**src/rtl/alu_exec_unit.sv**
```systemverilog
// alu_exec_unit: MIPS-style ALU with single-cycle ops plus iterative mult/div writing HI/LO.
// Define ALU_EXEC_DIV_EN to build the restoring divider; without it div/divu decode as illegal.
module alu_exec_unit #(
    parameter int WIDTH = 32,
    parameter int SHW   = $clog2(WIDTH)
) (
    input  logic             clk,
    input  logic             rst_n,
    input  logic             start,
    input  logic [1:0]       alu_op,
    input  logic [5:0]       funct,
    input  logic [WIDTH-1:0] a,
    input  logic [WIDTH-1:0] b,
    input  logic [SHW-1:0]   shamt,
    output logic [WIDTH-1:0] result,
    output logic             zero,
    output logic             valid_out,
    output logic             busy,
    output logic             illegal
);
    localparam int LUI_SH = (WIDTH >= 32) ? 16 : WIDTH / 2;

    typedef enum logic [1:0] {IDLE, MUL, DIV, DONE} state_t;
    state_t state, state_nx;

    logic [WIDTH-1:0]   hi, lo;
    logic [SHW-1:0]     cnt;
    logic               last_iter;
    logic [WIDTH-1:0]   sc_res;
    logic               sc_ill;
    logic               is_mul, is_div, is_signed;
    logic               a_neg, b_neg;
    logic [WIDTH-1:0]   a_mag, b_mag;
    logic [2*WIDTH-1:0] prod, mcand, prod_fin;
    logic [WIDTH-1:0]   mplier;
    logic               neg_q;

`ifdef ALU_EXEC_DIV_EN
    logic [WIDTH-1:0]   rem, quo, dvs, a_hold;
    logic               neg_r, div_zero, op_div;
    logic [WIDTH:0]     trial;
    logic               trial_ge;
    logic [WIDTH-1:0]   trial_diff;
`endif

    // Operation decode and single-cycle result; mult/div only raise their flags here.
    always_comb begin
        sc_res    = '0;
        sc_ill    = 1'b0;
        is_mul    = 1'b0;
        is_div    = 1'b0;
        is_signed = 1'b0;
        case (alu_op)
            2'b00: sc_res = a + b;
            2'b01: sc_res = a - b;
            2'b10: begin
                case (funct)
                    6'b100000, 6'b100001: sc_res = a + b;
                    6'b100010, 6'b100011: sc_res = a - b;
                    6'b100100: sc_res = a & b;
                    6'b100101: sc_res = a | b;
                    6'b100110: sc_res = a ^ b;
                    6'b100111: sc_res = ~(a | b);
                    6'b101010: sc_res = {{(WIDTH-1){1'b0}}, ($signed(a) < $signed(b))};
                    6'b101011: sc_res = {{(WIDTH-1){1'b0}}, (a < b)};
                    6'b000000: sc_res = b << shamt;
                    6'b000010: sc_res = b >> shamt;
                    6'b000011: sc_res = $unsigned($signed(b) >>> shamt);
                    6'b010000: sc_res = hi;
                    6'b010010: sc_res = lo;
                    6'b011000: begin
                        is_mul    = 1'b1;
                        is_signed = 1'b1;
                    end
                    6'b011001: is_mul = 1'b1;
`ifdef ALU_EXEC_DIV_EN
                    6'b011010: begin
                        is_div    = 1'b1;
                        is_signed = 1'b1;
                    end
                    6'b011011: is_div = 1'b1;
`endif
                    default:   sc_ill = 1'b1;
                endcase
            end
            default: begin
                case (funct)
                    6'b001000, 6'b001001: sc_res = a + b;
                    6'b001010: sc_res = {{(WIDTH-1){1'b0}}, ($signed(a) < $signed(b))};
                    6'b001100: sc_res = a & b;
                    6'b001101: sc_res = a | b;
                    6'b001110: sc_res = a ^ b;
                    6'b001111: sc_res = b << LUI_SH;
                    default:   sc_ill = 1'b1;
                endcase
            end
        endcase
    end

    // Iterative units work on magnitudes; signs are reapplied when the result is written back.
    assign a_neg     = is_signed & a[WIDTH-1];
    assign b_neg     = is_signed & b[WIDTH-1];
    assign a_mag     = a_neg ? -a : a;
    assign b_mag     = b_neg ? -b : b;
    assign prod_fin  = neg_q ? -prod : prod;
    assign last_iter = (cnt == SHW'(WIDTH - 1));
    assign busy      = (state != IDLE);

`ifdef ALU_EXEC_DIV_EN
    assign trial      = {rem, quo[WIDTH-1]};
    assign trial_ge   = (trial >= {1'b0, dvs});
    assign trial_diff = trial[WIDTH-1:0] - dvs;
`endif

    always_ff @(posedge clk or negedge rst_n) begin
        if (!rst_n) state <= IDLE;
        else        state <= state_nx;
    end

    always_comb begin
        state_nx = state;
        case (state)
            IDLE: begin
                if (start && is_mul)      state_nx = MUL;
                else if (start && is_div) state_nx = DIV;
            end
            MUL, DIV: if (last_iter) state_nx = DONE;
            default:  state_nx = IDLE;
        endcase
    end

    // Datapath: result/flags, iteration registers, and HI/LO writeback in DONE.
    always_ff @(posedge clk or negedge rst_n) begin
        if (!rst_n) begin
            result    <= '0;
            zero      <= 1'b0;
            valid_out <= 1'b0;
            illegal   <= 1'b0;
            hi        <= '0;
            lo        <= '0;
            cnt       <= '0;
            prod      <= '0;
            mcand     <= '0;
            mplier    <= '0;
            neg_q     <= 1'b0;
`ifdef ALU_EXEC_DIV_EN
            rem       <= '0;
            quo       <= '0;
            dvs       <= '0;
            a_hold    <= '0;
            neg_r     <= 1'b0;
            div_zero  <= 1'b0;
            op_div    <= 1'b0;
`endif
        end else begin
            valid_out <= 1'b0;
            illegal   <= 1'b0;
            case (state)
                IDLE: begin
                    if (start) begin
                        cnt <= '0;
                        if (is_mul) begin
                            prod   <= '0;
                            mcand  <= {{WIDTH{1'b0}}, a_mag};
                            mplier <= b_mag;
                            neg_q  <= a_neg ^ b_neg;
`ifdef ALU_EXEC_DIV_EN
                            op_div <= 1'b0;
                        end else if (is_div) begin
                            rem      <= '0;
                            quo      <= a_mag;
                            dvs      <= b_mag;
                            neg_q    <= a_neg ^ b_neg;
                            neg_r    <= a_neg;
                            div_zero <= (b == '0);
                            a_hold   <= a;
                            op_div   <= 1'b1;
`endif
                        end else begin
                            result    <= sc_res;
                            zero      <= (sc_res == '0);
                            valid_out <= 1'b1;
                            illegal   <= sc_ill;
                        end
                    end
                end
                MUL: begin
                    if (mplier[0]) prod <= prod + mcand;
                    mcand  <= mcand << 1;
                    mplier <= mplier >> 1;
                    cnt    <= cnt + 1'b1;
                end
`ifdef ALU_EXEC_DIV_EN
                DIV: begin
                    rem <= trial_ge ? trial_diff : trial[WIDTH-1:0];
                    quo <= {quo[WIDTH-2:0], trial_ge};
                    cnt <= cnt + 1'b1;
                end
`endif
                DONE: begin
                    result    <= '0;
                    zero      <= 1'b1;
                    valid_out <= 1'b1;
                    cnt       <= '0;
`ifdef ALU_EXEC_DIV_EN
                    if (op_div) begin
                        if (div_zero) begin
                            lo <= '1;
                            hi <= a_hold;
                        end else begin
                            lo <= neg_q ? -quo : quo;
                            hi <= neg_r ? -rem : rem;
                        end
                    end else
`endif
                    begin
                        hi <= prod_fin[2*WIDTH-1:WIDTH];
                        lo <= prod_fin[WIDTH-1:0];
                    end
                end
                default: ;
            endcase
        end
    end
endmodule

```
**config.mk**
```make
export PLATFORM = sky130hd
export DESIGN_NAME = alu_exec_unit
export DESIGN_NICKNAME = d
export VERILOG_FILES = /design/src/rtl/alu_exec_unit.sv
export SDC_FILE = /design/constraint.sdc
export NUM_CORES = 1
export LEC_CHECK = 0
export BUFFER_PORTS_ARGS = -buffer_cell sky130_fd_sc_hd__buf_2
export CAP_MARGIN = 20
export CORE_UTILIZATION = 55
export DETAILED_ROUTE_END_ITERATION = 10
export PLACE_DENSITY = 0.81
export SLEW_MARGIN = 20
export SYNTH_ARGS = -nofsm -noshare
export SYNTH_HDL_FRONTEND = slang
export SYNTH_SLANG_ARGS = --single-unit
```
**constraint.sdc**
```tcl
create_clock -name clk -period 3.1 [get_ports clk]
set_input_delay 0.775 -clock clk [delete_from_list [all_inputs] [get_ports clk]]
set_output_delay 0.775 -clock clk [all_outputs]
set_load 0.02 [all_outputs]
```
==> results.py, run 1 <==
metrics = {
    "global_routing": {
        "gr-total-overflow": 265,
        "grt_max_degree": 114,
        "track_usage": 0.823,
    },
    "sta": {
        "worst_endpoint_kind": "register data pin",
        "crit_endpoint": "zero$_DFFE_PN0P_/D",
    },
    "run_status": {
        "error": "[ERROR GRT-0232] Routing congestion too high. Check the congestion heatmap in the GUI.",
        "haltStage": "global routing (5_1_grt)",
        "outcome": "aborted with a tool error",
    },
    "synth": {
        "ys_types": 98,
        "netlist.area_leader.share": 0.238,
        "synth_top_area_cell": "dfrtp_1",
        "synth-edff-count": 0,
        "dominantRegCellSynth": "dfrtp_1",
        "syn_avg_cell_area_sq_um": 7.85,
        "synth-seq-cells": 267,
        "synth.yosys.warnings": 0,
        "syn_inst": 3582,
        "synth_area_leaders": "dfrtp_1, ha_1, a21oi_1",
        "yosysSeqAreaShare": 0.238,
        "synth_fp_nets": 3834,
        "syn_area_sq_um": 28100,
        "synthArstFlopShare": 1.00,
    },
    "clock_network": {
        "clock-sinks": 267,
        "ctsHoldBuffers": 0,
        "htreeDepth": 1,
        "clockBufferDepth": 3,
        "numCtsBuffers": 30,
        "cts_root_buffer": "clkbuf_16",
    },
    "place": {
        "place_congestion": 1.28,
        "dp_hpwl_um": 114000,
        "io_buffers": 115,
    },
    "die": {
        "io_pins": 116,
        "die_w_um": 228,
        "initial_utilization": 0.559,
        "fp-row-count": 82,
        "die_h_um": 228,
    },
}
## routing by layer
layer / global-route usage / GRT overflow
met1: 0.828 / 3
met2: 0.960 / 144
met3: 0.706 / 17
met4: 0.826 / 101
met5: 0.313 / 0
## synth_stat cells (all sizes together) (21+ instances only)
library cell and n:
dfrtp 267, xor2 94, clkbuf 214, a22oi 36, nand3 80, a222oi 29
o31ai 47, buf 60, a211oi 36, a21o 72, nor4 29, mux4 55
nor3 71, nand2 371, a22o 54, or3 37, o211ai 45, nand2b 28
xnor2 135, mux2i 64, nor2 303, o21ai 317, nand4 32, mux2 29
and3 23, or4 21, a31oi 46, a21oi 328, ha 169, a221oi 24
inv 129, o21a 23
## metrics by stage
stage                     area [sq um]  std cells  setup WS (ns)  TNS (ns)  utilization
after CTS                        40900       5329         -0.559     -7.33        0.813
after detailed placement         37900       5210          -1.82    -97.22        0.753
after global placement           37900       5210          -1.77    -92.57        0.753
after floorplan                  29000       3582         -0.672     -4.97            -
## logic make-up after synthesis
| logic type | after synthesis | share of synthesized area |
|---|---|---|
| flops | 267 | 0.238 |
| compound gates | 1267 | 0.295 |
| xor+xnor | 229 | 0.0713 |
| buf+inv | 407 | 0.0576 |
| mux | 148 | 0.0784 |
| simple gates | 1092 | 0.182 |
| fa+ha+maj | 172 | 0.0773 |
## timing repair
item	in CTS
cloned	2
setup buffers	69
resized for setup	307
pin swaps	162
endpoints found under the setup margin	75
==> run 2: changes to the inputs <==
--- a/config.mk
+++ b/config.mk
@@ -7,9 +7,9 @@
 export LEC_CHECK = 0
 export BUFFER_PORTS_ARGS = -buffer_cell sky130_fd_sc_hd__buf_2
 export CAP_MARGIN = 20
-export CORE_UTILIZATION = 55
+export CORE_UTILIZATION = 40
 export DETAILED_ROUTE_END_ITERATION = 10
-export PLACE_DENSITY = 0.81
+export PLACE_DENSITY_LB_ADDON = 0.15
 export SLEW_MARGIN = 20
 export SYNTH_ARGS = -nofsm -noshare
 export SYNTH_HDL_FRONTEND = slang
==> constraint.sdc (replaced) <==
create_clock -name clk -period 4.03 [get_ports clk]
set_input_delay 1.0075 -clock clk [delete_from_list [all_inputs] [get_ports clk]]
set_output_delay 1.0075 -clock clk [all_outputs]
set_load 0.02 [all_outputs]
==> run 2 against run 1 <==
Effect of this change: the flow now finishes, with violations (negative setup slack); synthesized area did not move; synthesized cell count is the same.
==> results.py, run 2 <==
metrics = {
    "clock_network": {
        "clock-sinks": 267,
        "cts_tree": "yes",
        "cts_root_buffer": "clkbuf_16",
        "clkTransAtPathRegs_ns": 0.06,
        "numCtsBuffers": 31,
        "worstSkewPairLatency_ns": 0.68,
        "clockBufferDepth": 3,
        "htreeDepth": 1,
    },
    "setup_path": {
        "critPathRequiredTime_ns": 4.62,
        "worstRegToRegCells": 16,
        "reg2reg_slack_ns": 0.19,
        "critPathTopFamily": "compound AO/OA/AOI/OAI gates",
        "cp_slowest_cell": "mux4_2",
        "rr_endpoint": "prod[62]",
        "endpoint_kind": "register",
        "cp_max_fo": 12,
        "cp_slowest_stage_delay_ns": 0.48,
        "worst_setup_path_start_kind": "input port",
        "crit_type": "in -> reg",
        "arrival_ns": 4.66,
        "crit_chain": "buf_2, buf_4, mux4_2, mux2i_2, o21ai_0, a22oi_1, a21o_1, a21oi_2, nor4_4, buf_4, nand4_1, nor4_4, nand4b_1, nor4_2, a31o_1",
        "r2r_start": "mcand[0]",
        "worst-path-buf-inv": 3,
    },
    "pwr": {
        "peakVddDrop_v": 0.000570,
        "p_seq_frac": 0.249,
        "p_clk_frac": 0.154,
        "switching_share": 0.479,
        "intPower_uw": 10400,
        "combPwrFrac": 0.597,
        "power.switching_uw": 9560,
        "powerDensity_nw_per_um2": 513,
        "leakagePower_uw": 0.0178,
    },
    "synth": {
        "synth.yosys.warnings": 0,
        "syn_avg_cell_area_sq_um": 7.85,
        "netlist.area_leader.share": 0.238,
        "syn_area_sq_um": 28100,
        "yosysMostFrequentCell": "nand2_1",
        "synth_top_cells_by_count": "nand2_1, a21oi_1, o21ai_0",
        "dominantRegCellSynth": "dfrtp_1",
        "synth_area_leaders": "dfrtp_1, ha_1, a21oi_1",
        "syn_inst": 3582,
        "ys_types": 98,
        "yosysSeqAreaShare": 0.238,
        "synth_fp_nets": 3834,
        "synth-edff-count": 0,
        "synth-seq-cells": 267,
        "synthArstFlopShare": 1.00,
        "synth_top_area_cell": "dfrtp_1",
    },
    "die": {
        "dieArea_sq_um": 71400,
        "fp-row-count": 96,
        "initial_utilization": 0.407,
        "io_pins": 116,
        "coreArea_sq_um": 69100,
        "die_h_um": 267,
        "die_w_um": 267,
    },
    "place": {
        "dp_hpwl_um": 128000,
        "io_buffers": 115,
        "postPlaceCellArea_sq_um": 37200,
        "post-place-cells": 5367,
        "place_congestion": 1.12,
    },
    "finish": {
        "seq_area_sq_um": 6680,
        "final_cell_mix": "buf_4, nand2_1, a21oi_1",
        "multi_input_area_sq_um": 20600,
        "finish.instance_area_sq_um": 38900,
        "final_common_cell": "buf_4",
        "nets": 4730,
        "layout.cells.non_filler": 5436,
        "nFillCells": 6654,
        "top_regs": "mcand x64, prod x64",
        "drive_above_1_share": 0.317,
        "areaGrowthSynthToFinish_pct": 38.3,
    },
    "sta": {
        "hold_ws_ns": 0.275,
        "fin_ws_ns": -0.0364,
        "tns_ns": -0.0364,
        "fin_skew_ns": 0.0547,
        "period_minus_slack_ns": 4.07,
        "timing_hold_violations_final": 0,
        "worst_pin_slew_ns": 1.12,
        "fmax_mhz": 246,
        "setup_viol": 1,
        "post-route-period-util": 1.01,
        "grt_setup_unrepaired": "true",
        "slew-limit-headroom": 0.250,
        "slew_viol_final": 0,
    },
    "detailed_routing": {
        "firstDrtPassIters": 7,
        "ant_nets": 0,
        "route.vias.total": 33200,
        "drt_iter0_drc": 3719,
        "drt-total-wl_um": 155000,
        "drc": 0,
        "wl_per_cell_um": 28.6,
        "viasPerCell": 6.11,
    },
    "global_routing": {
        "gr-usage-met3": 0.0839,
        "gr-total-overflow": 0,
        "top_usage_layer": "met2",
        "met1_usage": 0.526,
        "track_usage": 0.427,
        "grt_pass1_vias": 31800,
        "met2_usage": 0.670,
        "grt_max_degree": 87,
        "antenna_found_initial": 8,
        "grt_pass1_wl_um": 221000,
    },
    "worst_hold_path": {
        "hold_class": "in -> async",
    },
    "flow_run": {
        "max_cap_viol_count": 0,
    },
    "run_status": {
        "outcome": "finished, violations left",
        "violations": "negative setup slack",
    },
}
## run 2: worst max-delay path by stage
stage	start	end	slack, ns	cells past startpoint
6_report	b[16]	zero	-0.04	15
5_1_grt	b[0]	zero	-0.1	19
4_1_cts	b[0]	zero	0.002	19
3_3_place_gp	a[0]	zero	-1.35	20
3_5_place_dp	a[0]	zero	-1.29	20
2_1_floorplan	b[10]	zero	0.001	16
## run 2: cell families after synthesis
kind of cell    after synthesis  share of synthesized area
simple gates               1092                      0.182
mux                         148                     0.0784
xor+xnor                    229                     0.0713
flops                       267                      0.238
compound gates             1267                      0.295
fa+ha+maj                   172                     0.0773
buf+inv                     407                     0.0576
## run 2: layer usage
layer | vias to the layer above | routed length (um)
met2 | 1661 | 68100
met1 | 16000 | 61200
met5 | - | 25
met3 | 430 | 12900
li1 | 15100 | -
met4 | 4 | 13200
## run 2: layout make-up
class                   count  share of cell area
multi-input cells        2908               0.529
clock inverters            13             0.00428
inverters                 133              0.0134
repair buffers           1137               0.228
clock buffers              43              0.0232
diodes                      4            0.000257
flip-flops and latches    267               0.172
well taps                 931              0.0299
## run 2: power by group through the flow
stage	clock (uW)	sequential [uW]	combinational (uW)
floorplan	0	4680	6980
global placement	0	4930	11500
detailed placement	0	4960	11600
CTS	3110	4920	11700
global route	3190	5070	12900
finish	3070	4970	11900
## run 2: through the flow
step / util / worst slack [ns] / total power (uW)
2_1_floorplan: - / 0.00139 / 11700
3_3_place_gp: 0.539 / -1.35 / 16400
3_5_place_dp: 0.539 / -1.29 / 16600
4_1_cts: 0.560 / 0.00191 / 19800
5_1_grt: 0.563 / -0.0983 / 21200
6_report: 0.563 / -0.0364 / 20000
## run 2: repair_timing
item	CTS	global route
resized for setup	81	27
hold buffers	0	0
pin swaps	28	9
endpoints found under the setup margin	3	7
cloned	0	1
buffers inserted	8	1
No activity file was read; power rests on OpenSTA's default activity.
